## src/rtl/ks_pkg.sv

```systemverilog
// ks_pkg: shared definitions for the iterative Kogge-Stone adder controller.
//   KS_W        default operand width
//   ks_state_e  controller state encoding
//   ks_cnt_w()  width of the prefix-iteration counter for a given LOG2W
package ks_pkg;

  localparam int unsigned KS_W = 32;

  typedef enum logic [1:0] {
    IDLE   = 2'd0,
    PREFIX = 2'd1,
    POST   = 2'd2,
    DONE   = 2'd3
  } ks_state_e;

  // Counter must hold 0..n-1; at least one bit even when n == 1.
  function automatic int unsigned ks_cnt_w(input int unsigned n);
    return (n > 1) ? $clog2(n) : 1;
  endfunction

  localparam int unsigned KS_CNT_W = ks_cnt_w($clog2(KS_W));

endpackage

```

## src/rtl/ks_dyn_stage.sv

```systemverilog
// ks_dyn_stage: one Kogge-Stone prefix stage with a runtime-selected distance.
//   i_g, i_p  [W]      current generate / propagate vectors
//   i_idx     [CNT_W]  stage index; distance d = 1 << i_idx
//   o_g, o_p  [W]      vectors after the stage (bits below d pass through)
module ks_dyn_stage
  import ks_pkg::*;
#(
  parameter int unsigned W     = KS_W,
  parameter int unsigned CNT_W = KS_CNT_W
) (
  input  logic [W-1:0]     i_g,
  input  logic [W-1:0]     i_p,
  input  logic [CNT_W-1:0] i_idx,
  output logic [W-1:0]     o_g,
  output logic [W-1:0]     o_p
);

  localparam int unsigned LOG2W = $clog2(W);

  logic [LOG2W-1:0] w_dist;
  logic [W-1:0]     w_g_sh;
  logic [W-1:0]     w_p_sh;
  logic [W-1:0]     w_low_mask;

  assign w_dist     = LOG2W'(1) << i_idx;
  // Shifted-in zeros make the black cell a no-op on G for bits below d.
  assign w_g_sh     = i_g << w_dist;
  assign w_p_sh     = i_p << w_dist;
  // P must be held (not cleared) for bits below d, hence the mask.
  assign w_low_mask = ~({W{1'b1}} << w_dist);

  // Black cell per bit; grey behaviour falls out for the pass-through bits.
  assign o_g = i_g | (i_p & w_g_sh);
  assign o_p = i_p & (w_p_sh | w_low_mask);

endmodule

```

## src/rtl/ks_iter_ctrl.sv

```systemverilog
// ks_iter_ctrl: sequential Kogge-Stone adder reusing one prefix stage for
// LOG2W cycles. Valid/ready handshake on operand and result sides.
//   i_clk, i_rst_n        clock, synchronous active-low reset
//   i_valid/o_ready       operand handshake (o_ready high only in IDLE)
//   i_a, i_b, i_c0        operands and carry-in
//   o_valid/i_ready       result handshake
//   o_sum, o_cout         registered sum and carry-out
//   o_busy                high whenever the controller is not IDLE
//   o_ovf                 signed overflow; present only with KS_ITER_OVF_EN
module ks_iter_ctrl
  import ks_pkg::*;
#(
  parameter int unsigned W = KS_W
) (
  input  logic         i_clk,
  input  logic         i_rst_n,
  input  logic         i_valid,
  output logic         o_ready,
  input  logic [W-1:0] i_a,
  input  logic [W-1:0] i_b,
  input  logic         i_c0,
  output logic         o_valid,
  input  logic         i_ready,
  output logic [W-1:0] o_sum,
  output logic         o_cout,
  output logic         o_busy
`ifdef KS_ITER_OVF_EN
  ,
  output logic         o_ovf
`endif
);

  localparam int unsigned LOG2W = $clog2(W);
  localparam int unsigned CNT_W = ks_cnt_w(LOG2W);

  ks_state_e        r_state;
  logic [W-1:0]     r_g;
  logic [W-1:0]     r_p;
  logic [W-1:0]     r_psave;
  logic             r_c0;
  logic [CNT_W-1:0] r_cnt;
  logic             r_valid;
  logic [W-1:0]     r_sum;
  logic             r_cout;
  logic             r_busy;

  logic [W-1:0]     w_g_init;
  logic [W-1:0]     w_g_nxt;
  logic [W-1:0]     w_p_nxt;

  // Carry-in folded into bit 0 so G[i] becomes the true carry out of bit i.
  always_comb begin
    w_g_init    = i_a & i_b;
    w_g_init[0] = (i_a[0] & i_b[0]) | ((i_a[0] ^ i_b[0]) & i_c0);
  end

  ks_dyn_stage #(
    .W     (W),
    .CNT_W (CNT_W)
  ) u_stage (
    .i_g   (r_g),
    .i_p   (r_p),
    .i_idx (r_cnt),
    .o_g   (w_g_nxt),
    .o_p   (w_p_nxt)
  );

`ifdef KS_ITER_OVF_EN
  logic r_ovf;
`endif

  // Controller FSM with datapath registers.
  always_ff @(posedge i_clk) begin
    if (!i_rst_n) begin
      r_state <= IDLE;
      r_g     <= '0;
      r_p     <= '0;
      r_psave <= '0;
      r_c0    <= 1'b0;
      r_cnt   <= '0;
      r_valid <= 1'b0;
      r_sum   <= '0;
      r_cout  <= 1'b0;
      r_busy  <= 1'b0;
`ifdef KS_ITER_OVF_EN
      r_ovf   <= 1'b0;
`endif
    end else begin
      case (r_state)
        IDLE: begin
          if (i_valid) begin
            r_g     <= w_g_init;
            r_p     <= i_a ^ i_b;
            r_psave <= i_a ^ i_b;
            r_c0    <= i_c0;
            r_cnt   <= '0;
            r_busy  <= 1'b1;
            r_state <= PREFIX;
          end
        end
        PREFIX: begin
          r_g   <= w_g_nxt;
          r_p   <= w_p_nxt;
          r_cnt <= r_cnt + CNT_W'(1);
          if (r_cnt == CNT_W'(LOG2W - 1)) begin
            r_state <= POST;
          end
        end
        POST: begin
          r_sum   <= r_psave ^ {r_g[W-2:0], r_c0};
          r_cout  <= r_g[W-1];
`ifdef KS_ITER_OVF_EN
          r_ovf   <= r_g[W-1] ^ r_g[W-2];
`endif
          r_valid <= 1'b1;
          r_state <= DONE;
        end
        DONE: begin
          if (i_ready) begin
            r_valid <= 1'b0;
            r_busy  <= 1'b0;
            r_state <= IDLE;
          end
        end
        default: r_state <= IDLE;
      endcase
    end
  end

  assign o_ready = (r_state == IDLE);
  assign o_valid = r_valid;
  assign o_sum   = r_sum;
  assign o_cout  = r_cout;
  assign o_busy  = r_busy;
`ifdef KS_ITER_OVF_EN
  assign o_ovf   = r_ovf;
`endif

endmodule
```

## config.mk

```make
export PLATFORM = sky130hd
export DESIGN_NAME = ks_iter_ctrl
export DESIGN_NICKNAME = d
export VERILOG_FILES = /design/src/rtl/ks_pkg.sv /design/src/rtl/ks_dyn_stage.sv /design/src/rtl/ks_iter_ctrl.sv
export SDC_FILE = /design/constraint.sdc
export NUM_CORES = 1
export LEC_CHECK = 0
export ABC_CLOCK_PERIOD_IN_PS = 3000
export CAP_MARGIN = 5
export CORE_ASPECT_RATIO = 1.4
export CORE_MARGIN = 5
export CORE_UTILIZATION = 30
export DETAILED_ROUTE_END_ITERATION = 16
export PLACE_DENSITY = 0.59
export SLEW_MARGIN = 10
export SYNTH_ARGS = -nofsm -noshare
export SYNTH_HDL_FRONTEND = slang
export SYNTH_SLANG_ARGS = --single-unit
```

## constraint.sdc

```tcl
create_clock -name i_clk -period 3 [get_ports i_clk]
set_clock_uncertainty 0.05 [all_clocks]
set_input_delay 0.3 -clock i_clk [delete_from_list [all_inputs] [get_ports i_clk]]
set_output_delay 0.3 -clock i_clk [all_outputs]
set_load 0.05 [all_outputs]
```

# Yosys cells after proc, flatten, opt, wreduce, memory -nomap -nowiden
# Index checks and enable logic that the tools add are counted.
[classes]
n_reduce_logical = 9
n_eq_ne = 7
mux = 14
bitwise = 12
n_shift = 4
addsub = 1
[op_table]
columns = ["op", "n"]
rows = [
  ["$pmux W32 S2", 2],
  ["$and A32 B32 Y32", 3],
  ["$mux W32", 2],
  ["$or A32 B32 Y32", 2],
  ["$shl A32 B5 Y32", 2],
  ["$xor A32 B32 Y32", 2],
  ["$not A32 Y32", 1],
  ["$shl A32 B5 Y32 const A", 1],
  ["$pmux W2 S4", 1],
  ["$mux W2", 3],
  ["$ne A2 B2 Y1 const B", 3],
  ["$pmux W3 S2", 1],
  ["$reduce_and A2 Y1", 3],
  ["$reduce_and A3 Y1", 2],
  ["$reduce_bool A2 Y1", 3],
  ["$shl A1 B3 Y5 const A", 1],
  ["$eq A2 B2 Y1 const B", 2],
  ["$pmux W1 S2", 2],
  ["$add A3 B1 Y3 const B", 1],
  ["$eq A3 B3 Y1 const B", 1],
  ["$mux W3", 1],
  ["$and A1 B1 Y1", 2],
  ["$eq A2 B1 Y1 const B", 1],
  ["$logic_not A2 Y1", 1],
  ["other kinds (3)", 4],
]
[totals]
ff_bits = 137
wordCells = 57
output_inout_bits = 36

# Logic depth before layout (Yosys ltp)
[depth]
depth_word = 6
mapped_depth = 12
mapped_depth_nobuf = 8

# By module
# Synthesis repeated with hierarchy kept, for this count alone.
[unflattened]
hier_cells = 990
hier_area_um2 = 8879.8
[modules_own_cells]
columns = ["module", "cells_per_inst", "instances", "area_each_um2"]
rows = [
  ["ks_iter_ctrl", 656, 1, 6452.4],
  ["ks_dyn_stage", 334, 1, 2427.3],
]

# Worst setup path after synthesis
# Ideal clock, no wire load.
[synth_path]
path_type = "reg-to-reg"
start = "register r_state[0]"
end = "register r_p[21]"
synth_period_minus_slack_ns = 2.468
arrival_ns = 2.317
path_slack_ns = 0.532
t_required_ns = 2.849
stages_incl_launch_ff = 8
cell_sequence = "dfxtp_1 -> inv_1 -> ha_1 -> nand2_1 -> nor2_1 -> clkbuf_1 -> nor2_1 -> o41ai_1"
[synth_between]
elab_chain_len = 3
[synth_rtl]
columns = ["element", "line", "source"]
rows = [
  ["from (decl)", "ks_iter_ctrl.sv:36", "ks_state_e r_state;"],
  ["from (signal assigned)", "ks_iter_ctrl.sv:75", "r_state <= IDLE;"],
  ["from (signal assigned)", "ks_iter_ctrl.sv:98", "r_state <= PREFIX;"],
  ["from (signal assigned)", "ks_iter_ctrl.sv:106", "r_state <= POST;"],
  ["$logic_not A2 Y1 (*)", "--", ""],
  ["via o_ready", "ks_iter_ctrl.sv:18", "output logic o_ready,"],
  ["$ne A2 B2 Y1 (no line) or $reduce_bool A2 Y1 (tied branches)", "--", ""],
  ["$reduce_and A2 Y1 (no line)", "--", ""],
  ["to (signal assigned)", "ks_iter_ctrl.sv:93", "r_p <= i_a ^ i_b;"],
  ["to (signal assigned)", "ks_iter_ctrl.sv:103", "r_p <= w_p_nxt;"],
  ["to (decl)", "ks_iter_ctrl.sv:38", "logic [W-1:0] r_p;"],
]
# The timed path passes the listed nets; every way through them passes the cells marked *.
# A chain may end at the register's enable or synchronous reset.

# Worst setup path in the final report
[layout_path]
start = "register r_cnt[1]"
end = "register r_g[29]"
[layout_between]
elab_chain_len = 5
[layout_rtl]
columns = ["element", "line", "source"]
rows = [
  ["from (decl)", "ks_iter_ctrl.sv:41", "logic [CNT_W-1:0] r_cnt;"],
  ["from (signal assigned)", "ks_iter_ctrl.sv:104", "r_cnt <= r_cnt + CNT_W'(1);"],
  ["$shl A1 B3 Y5", "ks_dyn_stage.sv:25", "assign w_dist = LOG2W'(1) << i_idx;"],
  ["$shl A32 B5 Y32", "ks_dyn_stage.sv:27", "assign w_g_sh = i_g << w_dist;"],
  ["$and A32 B32 Y32", "ks_dyn_stage.sv:33", "assign o_g = i_g | (i_p & w_g_sh);"],
  ["$or A32 B32 Y32", "ks_dyn_stage.sv:33", ""],
  ["$pmux W32 S2", "ks_iter_ctrl.sv:89", "case (r_state)"],
  ["to (signal assigned)", "ks_iter_ctrl.sv:92", "r_g <= w_g_init;"],
  ["to (signal assigned)", "ks_iter_ctrl.sv:102", "r_g <= w_g_nxt;"],
  ["to (decl)", "ks_iter_ctrl.sv:37", "logic [W-1:0] r_g;"],
]
# No other way between the ends.

==> summary.md <==
| Metric | Value |
|---|---|
| Placeable Area | `approximately 34,000 µm²` |
| CP Data Arrival Time | `~3.2 ns` |
| Ys async rst share | `0%` |
| CTS sink cnt | `approximately 140` |
| Count leader, synth | `nand2_1` |
| First-pass detailed-route iteration total | `6` |
| Post-synth top flop | `dfxtp_1` |
| Time the worst path needs with I/O delays and setup | `2.93 ns` |
| Sequential share of the synthesized area | `26.7%` |
| Hold Crit Class | `flop to flop` |
| F_max | `between 300 and 400 MHz` |
| Fin. Hold Viols | `0` |
| Total CTS buffers | `17` |
| Initial core utilization | `between 30% and 40%` |
| Slew @ Worst Pin | `0.815 ns` |
| Syn_nets | `~1.4k` |
| Die Height | `229 µm` |
| Total congestion overflow | `0` |
| Worst endpoint required time | `3.28 ns` |
| Yosys top cell area share | `between 20% and 30%` |
| Post-Syn Instances | `1,252` |
| Total GRT Usage | `between 20 and 30%` |
| Final period utilization | `97.6%` |
| Max Root-Sink Buffers | `2` |
| Row Count | `80` |
| Leading area contributor after synthesis | `dfxtp_1` |
| Avg Inst Size Synth | `just over 8 µm²` |
| Final setup violation count | `0` |
| Die Area | `38,000 µm²` |
| Post-synth design cell area | `10,300 µm²` |
| Via density | `6.08` |
| Crit. End Element | `flop` |
| Hold WS | `roughly 0.42 ns` |
| Cell leakage power | `4.83 nW` |
| Yosys cell types | `81` |
| PortBufs | `104` |
| Warnings, synthesis | `0` |
| Share of layout cells above drive strength 1 | `15.8%` |
| RSZ-0062 raised after global routing | `false` |
| Placer Congestion | `~1.0` |
| Total number of vias | `11.0k` |
| Clock Pin Slew Worst Setup and Hold Paths | `0.07 ns` |
| WL/cell | `27.3 µm` |
| Final Max Tran Viols | `0` |
| Max H-tree Level | `4` |
| Final ANT Viol Nets | `0` |
| Max-cap check violation count | `0` |
| Initial antenna violation count | `0` |
| First-pass GRT wire length | `between 70,000 and 80,000 µm` |
| Clk_lat worst skew | `0.45 ns` |
| 1st-iter DRT viols | `1,246` |
| Fillers | `3,426` |
| Post-Route WL | `49,700 µm` |
| Worst-path maximum fanout | `13` |
| Clock Root Buffer | `clkbuf_16` |
| Vias in the first global route | `10.6k` |
| CP Launch Type | `flop` |
| Max VDD drop | `0.563 mV` |
| Status | `finished clean` |
| Largest net degree at the start of global routing | `60` |
| Die Width | `166 µm` |
| Critical path class | `flop to flop` |
| Post-synth EDFFs | `0` |
| Final net count | `between 1k and 1.5k` |
| Setup TNS | `0 ns` |
| DR DRC count | `0` |
| R2r setup slk | `between 0.07 and 0.08 ns` |
| Top cells by instance count after synthesis | `nand2_1 (167), dfxtp_1 (137), a21oi_1 (101)` |
| Post-detail-place hpwl | `37,200 µm` |
| PD cells | `1120 nW/µm²` |
| CTS tree | `done` |
| Worst rel slew slack | `45.4%` |
| Area grow syn2layout | `25.1%` |
| Top Ports | `105` |
| Seq cells post-synth | `~140` |
| Top post-synthesis cells by area | `dfxtp_1 (27%), mux2i_1 (7.5%), nand2_1 (6.1%), mux4_2 (5.9%), ha_1 (5.0%)` |
worst max-delay path, cell delays in order, from the launching register on:
cell and delay (ns):
dfxtp_1 0.43, inv_1 0.14, ha_4 0.23, nand2b_2 0.12, buf_4 0.29, mux4_2 0.54
o221a_2 0.32, mux2_2 0.35, mux2i_1 0.22, o22ai_1 0.09
sequential cells by signal, summed over array words and instances (netlist names):
signal   cells
o_sum       32
r_g         32
r_p         32
r_psave     32
r_cnt        3
r_state      2
o_busy       1
o_cout       1
o_valid      1
r_c0         1
metal layers:
layer	vias up	track usage (%)	share of wire (%)
met2	624	41.8	48
li1	4904	-	-
met3	148	3.53	6.9
met5	-	0	0
met1	5366	30.4	38
met4	0	16.1	7.1
kinds of logic (layout without fill, tap and decap cells):
kind of cell | count (synthesis) | in the layout | share of synthesized area [%]
flops | 137 | 137 | 26.7
other cells | 0 | 1 | 0
fa+ha+maj | 41 | 41 | 5.00
simple gates | 357 | 357 | 15.7
mux | 120 | 120 | 15.2
xor+xnor | 32 | 32 | 2.73
buf+inv | 160 | 273 | 7.13
compound gates | 405 | 405 | 27.5
cell usage in the layout, fill, tap and decap left out, types with 5 or more instances in the layout:
master             n
buf_12            10
mux4_2            27
a21oi_1          100
nand3_1           24
a31oi_1           16
o211ai_1          20
o2bb2ai_1          7
and3_1             8
nor2_1            95
nand4_1            6
o221ai_1          19
o2111ai_1          7
a211oi_1          51
o21ai_0           38
inv_1             23
dfxtp_1          137
o22ai_1           30
a21o_1             5
buf_4            102
nand2_1          167
a311oi_1           9
clkinv_4           6
ha_1              39
o221a_2            7
and3b_1            6
nand3b_1           7
nor2b_1            5
xnor2_1           32
and2_1             5
clkbuf_16         17
a221oi_1           9
mux2_2            16
a22oi_1           22
o21ai_1            8
nor3_1            12
mux2i_1           77
clkdlybuf4s50_1  104
power breakdown:
part | switching, mW | internal [mW] | total, mW
clock | 0.928 | 1.25 | 2.18
combinational | 5.43 | 3.45 | 8.88
sequential | 0.906 | 2.39 | 3.29
total | 7.26 | 7.08 | 14.3
metrics by stage:
step / std cells / util, % / cell area (µm²) / setup WS, ns / power, mW
6_report: 1817 / 37.8 / 12800 / 0.0718 / 14.3
5_1_grt: 1816 / 37.8 / 12800 / 0.0175 / 14.9
4_1_cts: 1816 / 37.7 / 12800 / 0.0579 / 14.2
3_5_place_dp: 1785 / 36.0 / 12200 / 0.0256 / 12.0
3_3_place_gp: 1785 / 36.0 / 12200 / 0.0522 / 12.0
2_1_floorplan: 1252 / - / 10300 / 0.532 / 8.42
cell type report:
type	instances	area [µm²]	share of cell area (%)
flip-flops and latches	137	2740	21.4
well taps	451	564	4.40
clock buffers	18	439	3.42
repair buffers	216	2010	15.6
inverters	26	98.8	0.771
diodes	1	2.50	0.0195
clock inverters	13	145	1.13
multi-input cells	955	6830	53.2
final timing paths:
path | start | end | cells past startpoint
setup / recovery | r_cnt[1] | r_g[29] | 9
hold / removal | r_psave[0] | r_psave[0] | 2
setup reg to reg | r_cnt[1] | r_g[29] | 9
hold reg to reg | r_psave[0] | r_psave[0] | 2
repair_timing:
item | 4_1_cts | 5_1_grt
hold buffers | 0 | 0
setup buffers | 0 | 0
resized for setup | 0 | 4
endpoints found under the setup margin | 0 | 5
Power figures use the tool's default switching activity.
